**src/rtl/lcd_text_writer.sv**
```systemverilog
// Character FIFO + cursor tracker that turns a byte stream into LCD controller transactions.
// Optional automatic line wrap is enabled by defining LCD_LINE_WRAP_EN.
module lcd_text_writer #(
    parameter int          COLS       = 16,
    parameter int          FIFO_DEPTH = 8,
    parameter logic [6:0]  LINE1_ADDR = 7'h40
) (
    input  logic        clk,
    input  logic        rst,
    input  logic [7:0]  char_data,
    input  logic        char_valid,
    output logic        char_ready,
    input  logic        lcd_busy,
    output logic        lcd_enable,
    output logic [9:0]  lcd_bus,
    output logic        cursor_row,
    output logic [5:0]  cursor_col,
    output logic        idle
);
    localparam int          AW      = $clog2(FIFO_DEPTH);
    localparam logic [AW:0] DEPTH_W = (AW+1)'(FIFO_DEPTH);
    localparam logic [5:0]  COLS_W  = 6'(COLS);

    typedef enum logic [1:0] {S_IDLE, S_ISSUE, S_WAIT_ACK, S_WAIT_DONE} state_t;

    state_t          state, state_nx;
    logic [7:0]      mem [FIFO_DEPTH];
    logic [AW-1:0]   wr_ptr, rd_ptr;
    logic [AW:0]     count;
    logic            full, empty, push, pop, take, drop;
    logic            pend_valid;
    logic [1:0]      ack_cnt;
    logic [7:0]      head;
    logic            is_nl, is_ff, printable;
    logic [9:0]      line_cmd, bus_nx;

    assign full       = (count == DEPTH_W);
    assign empty      = (count == '0);
    assign char_ready = !full;
    assign push       = char_valid && !full;

    // A pending wrap command wins over the FIFO head; the head then stays queued.
    assign take       = (state == S_IDLE) && !lcd_busy && (pend_valid || !empty);
    assign pop        = take && !pend_valid;

    assign head       = mem[rd_ptr];
    assign is_nl      = (head == 8'h0A);
    assign is_ff      = (head == 8'h0C);
    assign printable  = !is_nl && !is_ff;
    assign line_cmd   = {3'b001, (cursor_row ? 7'h00 : LINE1_ADDR)};

`ifdef LCD_LINE_WRAP_EN
    assign drop = 1'b0;
`else
    // Without wrap, text past the right edge is consumed and discarded.
    assign drop = pop && printable && (cursor_col == COLS_W);
`endif

    assign lcd_enable = (state == S_ISSUE);
    assign idle       = empty && (state == S_IDLE) && !pend_valid;

    always_comb begin
        bus_nx = {2'b10, head};
        if (pend_valid || is_nl)
            bus_nx = line_cmd;
        else if (is_ff)
            bus_nx = 10'h001;
    end

    always_comb begin
        state_nx = state;
        case (state)
            S_IDLE:      if (take && !drop) state_nx = S_ISSUE;
            S_ISSUE:     state_nx = S_WAIT_ACK;
            S_WAIT_ACK:  if (lcd_busy) state_nx = S_WAIT_DONE;
                         else if (ack_cnt == 2'd3) state_nx = S_ISSUE;
            S_WAIT_DONE: if (!lcd_busy) state_nx = S_IDLE;
            default:     state_nx = S_IDLE;
        endcase
    end

    always_ff @(posedge clk) begin
        if (push)
            mem[wr_ptr] <= char_data;
    end

    always_ff @(posedge clk or posedge rst) begin
        if (rst) begin
            state      <= S_IDLE;
            wr_ptr     <= '0;
            rd_ptr     <= '0;
            count      <= '0;
            lcd_bus    <= '0;
            cursor_row <= 1'b0;
            cursor_col <= '0;
            pend_valid <= 1'b0;
            ack_cnt    <= '0;
        end else begin
            state <= state_nx;
            if (push)
                wr_ptr <= wr_ptr + AW'(1);
            if (pop)
                rd_ptr <= rd_ptr + AW'(1);
            if (push && !pop)
                count <= count + (AW+1)'(1);
            else if (pop && !push)
                count <= count - (AW+1)'(1);

            case (state)
                S_IDLE: if (take) begin
                    if (!drop)
                        lcd_bus <= bus_nx;
                    if (pend_valid) begin
                        pend_valid <= 1'b0;
                        cursor_row <= ~cursor_row;
                        cursor_col <= '0;
                    end else if (is_nl) begin
                        cursor_row <= ~cursor_row;
                        cursor_col <= '0;
                    end else if (is_ff) begin
                        cursor_row <= 1'b0;
                        cursor_col <= '0;
                    end else if (printable && !drop) begin
                        cursor_col <= cursor_col + 6'd1;
`ifdef LCD_LINE_WRAP_EN
                        if (cursor_col + 6'd1 == COLS_W)
                            pend_valid <= 1'b1;
`endif
                    end
                end
                S_ISSUE:     ack_cnt <= '0;
                S_WAIT_ACK:  ack_cnt <= ack_cnt + 2'd1;
                S_WAIT_DONE: if (!lcd_busy) lcd_bus <= '0;
                default:     ;
            endcase
        end
    end
endmodule

```
**config.mk**
```make
export PLATFORM = sky130hd
export DESIGN_NAME = lcd_text_writer
export DESIGN_NICKNAME = d
export VERILOG_FILES = /design/src/rtl/lcd_text_writer.sv
export SDC_FILE = /design/constraint.sdc
export NUM_CORES = 1
export LEC_CHECK = 0
export ABC_AREA = 0
export CAP_MARGIN = 0
export CORE_MARGIN = 8
export CORE_UTILIZATION = 48
export CTS_BUF_LIST = sky130_fd_sc_hd__clkbuf_8
export DETAILED_ROUTE_END_ITERATION = 10
export GPL_ROUTABILITY_DRIVEN = 0
export GPL_TIMING_DRIVEN = 0
export PLACE_DENSITY = 0.68
export SLEW_MARGIN = 20
export SYNTH_ARGS = -nofsm -noshare
export SYNTH_HDL_FRONTEND = slang
export SYNTH_SLANG_ARGS = --single-unit
```
**constraint.sdc**
```tcl
create_clock -name clk -period 5.16 [get_ports clk]
set_input_delay 0.774 -clock clk [delete_from_list [all_inputs] [get_ports clk]]
set_output_delay 0.774 -clock clk [all_outputs]
set_load 0.01 [all_outputs]
```
======== Word-level counts from Yosys, hierarchy flattened ========
Memories as Yosys holds them, arrays and structs flattened.
Index checks and enable logic that the tools add are counted.
operators by class
  bitwise logic cells ..................... 1
  eq/ne operators ......................... 13
  $add $sub $neg .......................... 6
  multiplexer cells ....................... 22
  reduce and logical (&&, ||, !) cells .... 30
operator list
  operator             number
  $mux 10              5
  $pmux 10 s2          1
  $mux 6               3
  $eq 8x4->1 const B   2
  $logic_and 1x1->1    11
  $reduce_and 3->1     3
  $logic_not 1->1      8
  $mux 2               4
  $mux 4               2
  $pmux 2 s4           1
  $reduce_bool 2->1    4
  $mux 7               1
  $add 3x1->3 const B  2
  $add 6x1->6 const B  1
  $eq 2x2->1 const B   3
  $eq 6x5->1 const B   1
  $ne 2x2->1 const B   3
  $add 4x1->4 const B  1
  $eq 4x4->1 const B   1
  $logic_not 4->1      1
  $mux 1               4
  $pmux 2 s2           1
  $reduce_and 4->1     1
  $sub 4x1->4 const B  1
  other kinds (7)      7
word-level totals
  flip-flop bits (word level) ............. 31
  memory bits (writable) .................. 64
  memories ................................ 1
  output and inout port bits .............. 20
  input bits .............................. 12
  logic and storage cells ................. 81
memory list
  name  depth  width  rd ports  clocked after memory_dff  write ports  line  source
  mem   8      8      1         0                         1            27    logic [7:0] mem [FIFO_DEPTH];

======== Longest topological paths before layout ========
An unclocked memory read counts as a cell.
  word-level depth ........................ 11
  depth in mapped cells ................... 13
  gate-level depth less buffers ........... 12

======== Least setup slack after synthesis ========
OpenSTA, ideal clock, no wires.
  path kind ............................... input -> register
  from .................................... in lcd_busy
  to ...................................... reg count[3]
  path buffers ............................ 1
  stages on the path ...................... 11
  library setup time ...................... 0.125 ns
  arrival time ............................ 2.731 ns
  required time ........................... 5.035 ns
  slack ................................... 2.303 ns
  path through ............................ nor3b_2 inv_1 clkbuf_1 ha_1 inv_1 ha_1 a21o_1 a21oi_1 xnor2_1 nor2_1 xor2_1
between the ends
  word-level cells in the longest chain between the ends .. 6
  elaborated cells on any way between the ends .. 8
  those cells by class .................... mux: 1; reduce/logical: 7
ends and longest elaborated chain
  item                                         line  source
  from (decl)                                  13    input logic lcd_busy,
  $logic_not 1->1 *                            -
  $logic_and 1x1->1 * (2 in a row)             43    assign take = (state == S_IDLE) && !lcd_busy && (pend_valid || !empty);
  $logic_not 1->1                              104   if (push && !pop)
  $logic_and 1x1->1                            104
  $mux 4 or $reduce_bool 2->1 (tied branches)  -
  to (signal assigned)                         105   count <= count + (AW+1)'(1);
  to (signal assigned)                         107   count <= count - (AW+1)'(1);
  to (decl)                                    29    logic [AW:0] count;
Mark *: on every way between the ends. The rest lies on a longest branch, timed or not.
A chain may end at the register's enable or synchronous reset.

======== Worst setup path after layout ========
Same ends and word-level chain as after synthesis.

==> flow_metrics.py <==
metrics = {
    "logic_synthesis": {
        "yosys.area.top_type_share": 0.4559,
        "ys_seq_area_frac": 0.6340,
        "yosys_warnings": 0,
        "synthArstFlopShare": 0.3191,
        "yosysMostFrequentCell": "edfxtp_1",
        "ys_seq_elements": 94,
        "synth.avg_cell_area_um2": 15.67,
        "synth.distinct_cells": 45,
        "synthTopCellsByArea": "edfxtp_1, dfrtp_1, mux4_1",
        "yosysTopAreaCell": "edfxtp_1",
        "syn_nets": 295,
        "syn_area_um2": 4215,
        "synth_edf_count": 64,
        "synth_common_cells": "edfxtp_1, dfrtp_1, nand2_1",
        "postSynthCellCount": 269,
        "synth-main-ff-cell": "edfxtp_1",
    },
    "critical_path": {
        "rr_worst_depth": 13,
        "required_ps": 5410,
        "end_kind": "flip-flop",
        "r2r_setup_slack_ps": 1800,
        "arrival_ps": 3750,
        "worstSetupPathType": "in2reg",
        "worstReg2RegStart": "state[1]",
        "worstPathMaxFanout": 10,
        "worstSetupStartpoint": "lcd_busy",
        "critPathCapture": "count[3]",
        "regToRegEndpoint": "count[3]",
        "critPathLaunchType": "primary input",
    },
    "outcome": {
        "outcome": "finished, final reports clean",
    },
    "global_routing": {
        "gr-usage-all-layers": 0.1320,
        "grt_pass1_wl_um": 11970,
        "grt_max_degree": 31,
        "antenna_found_initial": 0,
        "grt.overflow.total": 0,
        "grt_pass1_vias": 2340,
    },
    "sta": {
        "hold_viol": 0,
        "min_period_ps": 3498,
        "finalSetupViolations": 0,
        "setup_tns_ps": 0,
        "fmax_mhz": 285.9,
        "worst_slew_pin_slew_ps": 934.6,
        "slew-limit-headroom": 0.3746,
        "slew_violations": 0,
        "period_share": 0.6778,
        "hold_ws_ps": 483.9,
        "skew_ps": 19.94,
        "rsz0062_at_grt": "false",
    },
    "cts": {
        "cts_hold_buffers": 0,
        "cts.clk_slew.worst_paths_ps": 100,
        "post-cts-setup-buffers": 0,
        "cts_tree": "yes",
        "clkLatencyLatePin_ps": 350,
        "cts.sinks": 94,
        "cts_root_buffer": "clkbuf_8",
        "ctsResizeCount": 0,
        "htreeDepth": 3,
        "cts_buffer_depth": 2,
        "numCtsBuffers": 9,
    },
    "placed_design": {
        "place_hpwl_um": 5225,
        "portBuffers": 30,
        "dp.cells": 410,
    },
    "worst_hold_path": {
        "hold_path_class": "reg2reg",
        "hp-start": "lcd_bus[9]",
        "min_path_cells": 1,
    },
    "detailed_routing": {
        "detail-route-antenna-nets": 0,
        "wl_um": 7490,
        "drt_first_pass_iters": 4,
        "vias_per_cell": 5.364,
        "vias": 2285,
        "first_iter_violations": 103,
        "drc_errors": 0,
        "wire_per_inst_um": 17.58,
    },
    "floorplanning": {
        "core-area_um2": 8636,
        "io_pins": 32,
        "row_count": 34,
        "die_width_um": 109.7,
        "die_h_um": 109.7,
        "die_area_um2": 12040,
        "start_util": 0.4881,
    },
    "finish": {
        "fin_util": 0.5651,
        "nets": 339,
        "instances_no_fill": 426,
        "drive_above_1_share": 0.1604,
        "n_antenna_cell": 0,
        "areaGrowthSynthToFinish_pct": 15.76,
    },
    "power_and_ir_drop": {
        "p_leak_uw": 0.001855,
        "power_density_nw_per_um2": 553.6,
        "ir_drop_mv": 0.2021,
    },
    "flow_run": {
        "cap_violations": 0,
    },
}
[layout make-up]
type,instances,area [µm²]
buffer,10,77.57
clock buffer,9,123.9
clock inverter,7,56.30
fill,685,3756
inverter,11,41.29
multi-input combinational,154,1450
sequential,94,2673
tap,108,135.1
timing repair buffer,33,322.8
[worst max-delay path: stages]
cell,delay (ps)
clkdlybuf4s50_1,510
nor3b_2,670
inv_1,120
clkbuf_1,310
ha_1,310
inv_1,120
ha_1,240
a21o_1,180
a21oi_1,180
xnor2_1,140
nor2_1,60
xor2_1,140
[per-stage QoR]
step | area [µm²] | worst slack [ps] | total power (µW)
final | 4880 | 1662 | 2701
after global routing | 4880 | 1435 | 2877
after CTS | 4880 | 1673 | 2732
after detailed placement | 4700 | 1291 | 2282
after global placement | 4651 | 1317 | 2235
after floorplan | 4215 | 2303 | 1927
[flip-flops by register name (all words and copies together) (netlist names)]
signal      cells
count           4
lcd_bus         9
rd_ptr          3
mem            64
cursor_col      6
wr_ptr          3
cursor_row      1
ack_cnt         2
state           2
[metal layers]
metal / GRT usage / wire (µm) / vias up
met5: 0 / 0 / -
met4: 0.06365 / 121 / 0
met1: 0.1691 / 3435 / 1124
met3: 0.02638 / 328 / 8
li1: - / - / 1112
met2: 0.2110 / 3605 / 41
[kinds of logic after synthesis]
| family | synth area share |
|---|---|
| flops | 0.6340 |
| simple gates | 0.08222 |
| compound gates | 0.05136 |
| mux | 0.1413 |
| buf+inv | 0.02820 |
| fa+ha+maj | 0.04334 |
| xor+xnor | 0.01870 |
| other cells | 0.0008896 |
[where the power goes]
group,switching [µW],leakage (µW),internal [µW]
logic,557,0.000822,578
registers,120,0.000944,997
clock network,269,0.0000896,181
[layout by cell type (no fill, tap or decap), types with 4 or more instances in the layout]
master,synthesis,routed
edfxtp_1,64,64
dfrtp_1,30,30
clkdlybuf4s50_1,0,30
nand2_1,17,17
ha_1,13,13
nor2_1,11,11
inv_1,11,11
a21oi_1,10,10
o21ai_0,10,10
mux4_1,9,9
nand3_1,9,9
clkbuf_8,0,9
mux2i_1,7,7
mux4_2,7,7
xnor2_1,7,7
mux2_4,5,5
buf_2,4,4
nor4_1,5,4
a21o_1,4,4
nor3_2,0,4
buf_4,1,4
[worst min-delay path by stage]
stage	slack, ps	to
final	480	lcd_bus[9]
after global routing	510	lcd_bus[9]
after CTS	490	lcd_bus[9]
after detailed placement	470	lcd_bus[9]
after global placement	460	lcd_bus[2]
after floorplan	460	count[3]
No activity file was read; power rests on OpenSTA's default activity.
